File: src/rtl/jt12_eg_final_seq.sv
// Slot sequencer and shared-resource controller for the final EG attenuation stage.
// Optional build macro JT12_EG_SEQ_PEAK_EN adds peak_atten (per-frame minimum attenuation).
module jt12_eg_final_seq #(
    parameter int         SLOTS   = 24,
    parameter logic [9:0] ATT_RST = 10'h3FF
) (
    input  logic       clk,
    input  logic       rst,
    input  logic       clk_en,
    input  logic       cfg_we,
    input  logic [4:0] cfg_slot,
    input  logic [6:0] cfg_tl,
    input  logic [1:0] cfg_ams,
    input  logic       cfg_amsen,
    input  logic [6:0] lfo_mod,
    input  logic [9:0] eg_pream,
    output logic [4:0] cur_slot,
    output logic [6:0] dp_tl,
    output logic [1:0] dp_ams,
    output logic       dp_amsen,
    output logic [6:0] dp_lfo_mod,
    output logic [9:0] dp_eg_pream,
    input  logic [9:0] dp_eg_limited,
    output logic [9:0] eg_out,
    output logic [4:0] eg_slot,
    output logic       eg_valid,
    output logic       zero,
    input  logic [4:0] rd_slot,
    output logic [9:0] rd_data
`ifdef JT12_EG_SEQ_PEAK_EN
    ,
    output logic [9:0] peak_atten
`endif
);

    localparam logic [4:0] LAST_SLOT = 5'(SLOTS - 1);

    logic [4:0] r_slot;
    logic [6:0] r_lfo_latch;
    logic [6:0] r_tl    [SLOTS];
    logic [1:0] r_ams   [SLOTS];
    logic       r_amsen [SLOTS];
    logic [9:0] r_buf   [SLOTS];
    logic [9:0] r_eg_out;
    logic [4:0] r_eg_slot;
    logic       r_eg_valid;
    logic       r_zero;
    logic [9:0] r_rd_data;

    logic       w_last;
    logic       w_cfg_ok;
    logic       w_rd_ok;
    logic [4:0] w_slot_nxt;

    assign w_last     = (r_slot == LAST_SLOT);
    assign w_cfg_ok   = cfg_we && (cfg_slot <= LAST_SLOT);
    assign w_rd_ok    = (rd_slot <= LAST_SLOT);
    assign w_slot_nxt = w_last ? 5'd0 : r_slot + 5'd1;

    // Datapath is driven straight from the issued slot's configuration.
    assign cur_slot    = r_slot;
    assign dp_tl       = r_tl[r_slot];
    assign dp_ams      = r_ams[r_slot];
    assign dp_amsen    = r_amsen[r_slot];
    assign dp_lfo_mod  = r_lfo_latch;
    assign dp_eg_pream = eg_pream;

    assign eg_out   = r_eg_out;
    assign eg_slot  = r_eg_slot;
    assign eg_valid = r_eg_valid;
    assign zero     = r_zero;
    assign rd_data  = r_rd_data;

    always_ff @(posedge clk) begin
        if (rst) begin
            r_slot      <= 5'd0;
            r_lfo_latch <= 7'd0;
        end else if (clk_en) begin
            r_slot <= w_slot_nxt;
            // AM value is frozen at the frame boundary so a whole frame shares it.
            if (w_last)
                r_lfo_latch <= lfo_mod;
        end
    end

    // A same-cycle write to the issued slot lands after this cycle's datapath read.
    always_ff @(posedge clk) begin
        if (rst) begin
            for (int i = 0; i < SLOTS; i++) begin
                r_tl[i]    <= 7'h7F;
                r_ams[i]   <= 2'd0;
                r_amsen[i] <= 1'b0;
            end
        end else if (w_cfg_ok) begin
            r_tl[cfg_slot]    <= cfg_tl;
            r_ams[cfg_slot]   <= cfg_ams;
            r_amsen[cfg_slot] <= cfg_amsen;
        end
    end

    always_ff @(posedge clk) begin
        if (rst) begin
            r_eg_out   <= ATT_RST;
            r_eg_slot  <= 5'd0;
            r_eg_valid <= 1'b0;
            r_zero     <= 1'b0;
        end else begin
            r_eg_valid <= clk_en;
            if (clk_en) begin
                r_eg_out  <= dp_eg_limited;
                r_eg_slot <= r_slot;
                r_zero    <= (r_slot == 5'd0);
            end
        end
    end

    // Readback samples the buffer before this edge's capture (read-before-write).
    always_ff @(posedge clk) begin
        if (rst) begin
            for (int i = 0; i < SLOTS; i++)
                r_buf[i] <= ATT_RST;
            r_rd_data <= ATT_RST;
        end else begin
            r_rd_data <= w_rd_ok ? r_buf[rd_slot] : ATT_RST;
            if (clk_en)
                r_buf[r_slot] <= dp_eg_limited;
        end
    end

`ifdef JT12_EG_SEQ_PEAK_EN
    logic [9:0] r_min;
    logic [9:0] r_peak;
    logic [9:0] w_min_nxt;

    assign w_min_nxt  = (dp_eg_limited < r_min) ? dp_eg_limited : r_min;
    assign peak_atten = r_peak;

    always_ff @(posedge clk) begin
        if (rst) begin
            r_min  <= 10'h3FF;
            r_peak <= 10'h3FF;
        end else if (clk_en) begin
            if (w_last) begin
                r_peak <= w_min_nxt;
                r_min  <= 10'h3FF;
            end else begin
                r_min <= w_min_nxt;
            end
        end
    end
`endif

endmodule

File: config.mk
export PLATFORM = sky130hd
export DESIGN_NAME = jt12_eg_final_seq
export DESIGN_NICKNAME = d
export VERILOG_FILES = /design/src/rtl/jt12_eg_final_seq.sv
export SDC_FILE = /design/constraint.sdc
export NUM_CORES = 1
export LEC_CHECK = 0
export CAP_MARGIN = 20
export CORE_MARGIN = 3
export CORE_UTILIZATION = 34
export CTS_BUF_LIST = sky130_fd_sc_hd__clkbuf_8
export CTS_CLUSTER_SIZE = 16
export DETAILED_ROUTE_END_ITERATION = 7
export PLACE_DENSITY = 0.49
export RECOVER_POWER = 50
export SYNTH_ARGS = -nofsm -noshare
export SYNTH_HDL_FRONTEND = slang
export SYNTH_SLANG_ARGS = --single-unit
File: constraint.sdc
create_clock -name clk -period 2.95 [get_ports clk]
set_input_delay 0.295 -clock clk [delete_from_list [all_inputs] [get_ports clk]]
set_output_delay 0.295 -clock clk [all_outputs]
set_load 0.005 [all_outputs]
==> impl_metrics.yaml <==
yosys:
  synth-async-reset-ratio_pct: 0
  synth-xor-area-share_pct: 0.0978
  ys.flop_type: "edfxtp_1"
  synthesis.area_um2: 26900
  synth_simple_gate_area_share_pct: 14.6
  avgSynthCellArea_um2: 15.8
  syn_inst: 1706
  synth_edf_count: 560
  yosys-top-cells-area: "edfxtp_1, mux4_2, or3_1"
  synthTopCellsByCount: "edfxtp_1, or3_1, or2_2"
  ys_seq_elements: 604
  synth_warnings: 0
  yosys.area_share.adder_pct: 0.233
  synth_top_area_share_pct: 62.6
  synth-compound-area-share_pct: 1.63
  yosys.area.top_type: "edfxtp_1"
  synth.yosys.seq_area_share_pct: 65.9
  synth_top_family_by_area: "multiplexers"
  muxShareOfSynthArea_pct: 14.7
  yosysMostFrequentCell: "edfxtp_1"
  synthDistinctLibCells: 35
sta:
  fmax_ghz: 0.307
  finalMaxSlewViolations: 61
  slew_headroom_pct: -21.7
  worst_slew_pin_slew_ns: 1.83
  fin_crit_sh_pct: 111
  skew_ns: 0.0267
  fin_setup_tns_ns: -2.54
  setup_viol: 10
  layout_setup_ws_ns: -0.313
  hold_viol_final: 0
  rsz0062_at_grt: "true"
  finalCriticalPeriod_ns: 3.26
die:
  io_pins: 110
  num_rows: 102
  coreArea_um2: 77800
  dieArea_um2: 82400
  start_util_pct: 34.5
  die_x_um: 287
  die_h_um: 287
place:
  placed_area_um2: 30300
  pre_cts_slack_ns: -0.00502
  port_buffers: 89
  gp_congestion: 0.780
  hpwl_mm: 43.9
routing:
  first_pass_iters: 5
  viasPerCell: 4.93
  wl_per_cell_um: 22.8
  drtIter0Drc: 1211
  drc: 0
  ant_nets: 0
  routed_wl_mm: 71.2
  vias: 15400
critical_path:
  path_max_fanout: 6
  r2r_cells: 3
  criticalPathCategory: "reg2out"
  reg2reg_to: "r_buf[23][5]$_SDFFCE_PN1P_"
  worstReg2RegStart: "cur_slot[2]$_SDFFE_PP0P_"
  ff2ff_setup_slack_ns: 0.64
  worstSetupEndpointType: "primary output"
  cp.required_ns: 2.65
  critPathLaunchType: "register"
  critical_path_arrival_ns: 2.97
layout:
  multi_input_area_um2: 8750
  final_area_um2: 32400
  register_area_um2: 17700
  drive_above_1_share_pct: 31.3
  fin_nets: 2055
  num-fill-cells: 7163
  syn2layout_area_growth_pct: 20.5
global_routing:
  first_global_vias: 16500
  antenna_found_initial: 2
  grt_max_degree: 52
  grt_usage_pct: 17.5
  gr-total-overflow: 0
  grt_pass1_wl_mm: 107
power_and_ir_drop:
  powerDensity_nw_per_um2: 568
  design_power_total_mw: 18.4
  leakagePower_nw: 9.99
  ir_drop_uv: 279
clock_network:
  cts_max_path_buffers: 3
  clkLatencyLatePin_ns: 0.71
  cts_tree: "done"
  cts_root_buffer: "clkbuf_8"
  htree_levels: 3
  numCtsBuffers: 105
  postCtsHoldBufs: 0
  clk_pin_slew_ns: 0.06
  cts.sinks: 604
hold_path:
  worstHoldPathCells: 2
  hp-class: "in2reg"
  worstHoldEndpoint: "eg_valid$_SDFF_PP0_"
  hold_start: "rst"
run_status:
  violations: "capacitance limit, slew limit, setup timing"
  status: "finished, violations left"
run:
  maxCapViolations: 2
placed cells by master, fill, tap and decap left out, types with 11 or more instances in the layout:
master,netlist,final
buf_4,22,79
dfxtp_1,44,41
or2_2,184,184
and2_1,76,60
nor2b_1,21,21
nand2b_1,39,39
buf_6,0,21
clkbuf_4,0,21
mux2i_1,45,45
or3_1,239,239
conb_1,1,80
dlygate4sd3_1,0,12
clkdlybuf4s50_1,0,64
a22oi_1,20,20
clkbuf_2,0,11
edfxtp_1,560,560
mux4_2,150,150
nand3_1,13,13
nor2_1,36,36
and2_0,0,16
buf_12,0,20
clkbuf_8,0,117
clkinv_1,0,20
nand2_1,26,26
clkbuf_1,138,41
inv_1,2,42
what timing repair did:
| action | 4_1_cts | 5_1_grt |
|---|---|---|
| pin swaps | 0 | 0 |
| endpoints found under the setup margin | 10 | 10 |
| resized for setup | 88 | 3 |
| setup buffers | 30 | 1 |
| gates cloned | 8 | 0 |
critical path, cell delays in order, from the launching register on:
cell and delay (ns):
dfxtp_4 0.40, buf_6 0.11, buf_6 0.10, buf_12 0.13, buf_12 0.10, mux4_2 0.49
mux4_2 0.50, mux2_4 0.29, buf_6 0.14
final cells by class:
cell class                 count  share of cell area [%]
multi-input combinational   1001                    27.0
inverter                       2                  0.0232
tap                         1040                    4.02
clock inverter                77                    1.14
clock buffer                 116                    4.93
timing repair buffer         285                    8.20
sequential                   604                    54.7
antenna                        2                  0.0155
routing by layer:
metal	vias up	track usage [%]	share of wire, %
li1	7025	-	-
met1	7860	23.4	44
met2	412	29.0	49
met3	121	3.57	5.2
met4	0	4.80	2.4
met5	-	0	0
how the worst max path moves through the flow:
stage	endpoint	slack (ns)	cells past startpoint
6_report	dp_amsen	-0.31	8
5_1_grt	dp_amsen	-0.44	8
4_1_cts	dp_ams[1]	-0.39	8
3_5_place_dp	r_buf[12][5]$_SDFFCE_PN1P_	-0.005	5
3_3_place_gp	r_buf[14][4]$_SDFFCE_PN1P_	0.05	5
2_1_floorplan	dp_ams[0]	0.74	5
metrics by stage:
stage	util, %	hold WS [ns]	std cells
3_3_place_gp	38.9	0.438	2899
2_1_floorplan	-	0.394	1785
5_1_grt	41.6	0.154	3126
6_report	41.6	0.178	3127
4_1_cts	42.2	0.123	3127
3_5_place_dp	38.9	0.445	2899
power breakdown:
part / internal, mW / switching (mW) / leakage [nW]
combinational: 0.679 / 0.788 / 3.68
sequential: 9.65 / 0.102 / 5.16
clock: 3.69 / 3.48 / 1.14
sequential cells by signal, indices dropped and copies added, names as in the netlist, named ones only:
name,cells
rd_data,10
cur_slot,5
dp_lfo_mod,7
r_tl,224
r_ams,64
r_buf,240
eg_valid,1
r_amsen,32
eg_out,10
zero,1
eg_slot,5
cells by family after synthesis:
| kind of cell | count (synthesis) |
|---|---|
| AOI/OAI and AO/OA | 56 |
| xor gates and xnor gates | 3 |
| adders and majority gates | 5 |
| buffers and inverters | 180 |
| DFF | 604 |
| muxes | 205 |
| other | 1 |
| and+or+nand+nor | 652 |
Note: power is estimated with default switching activity, not from simulation.
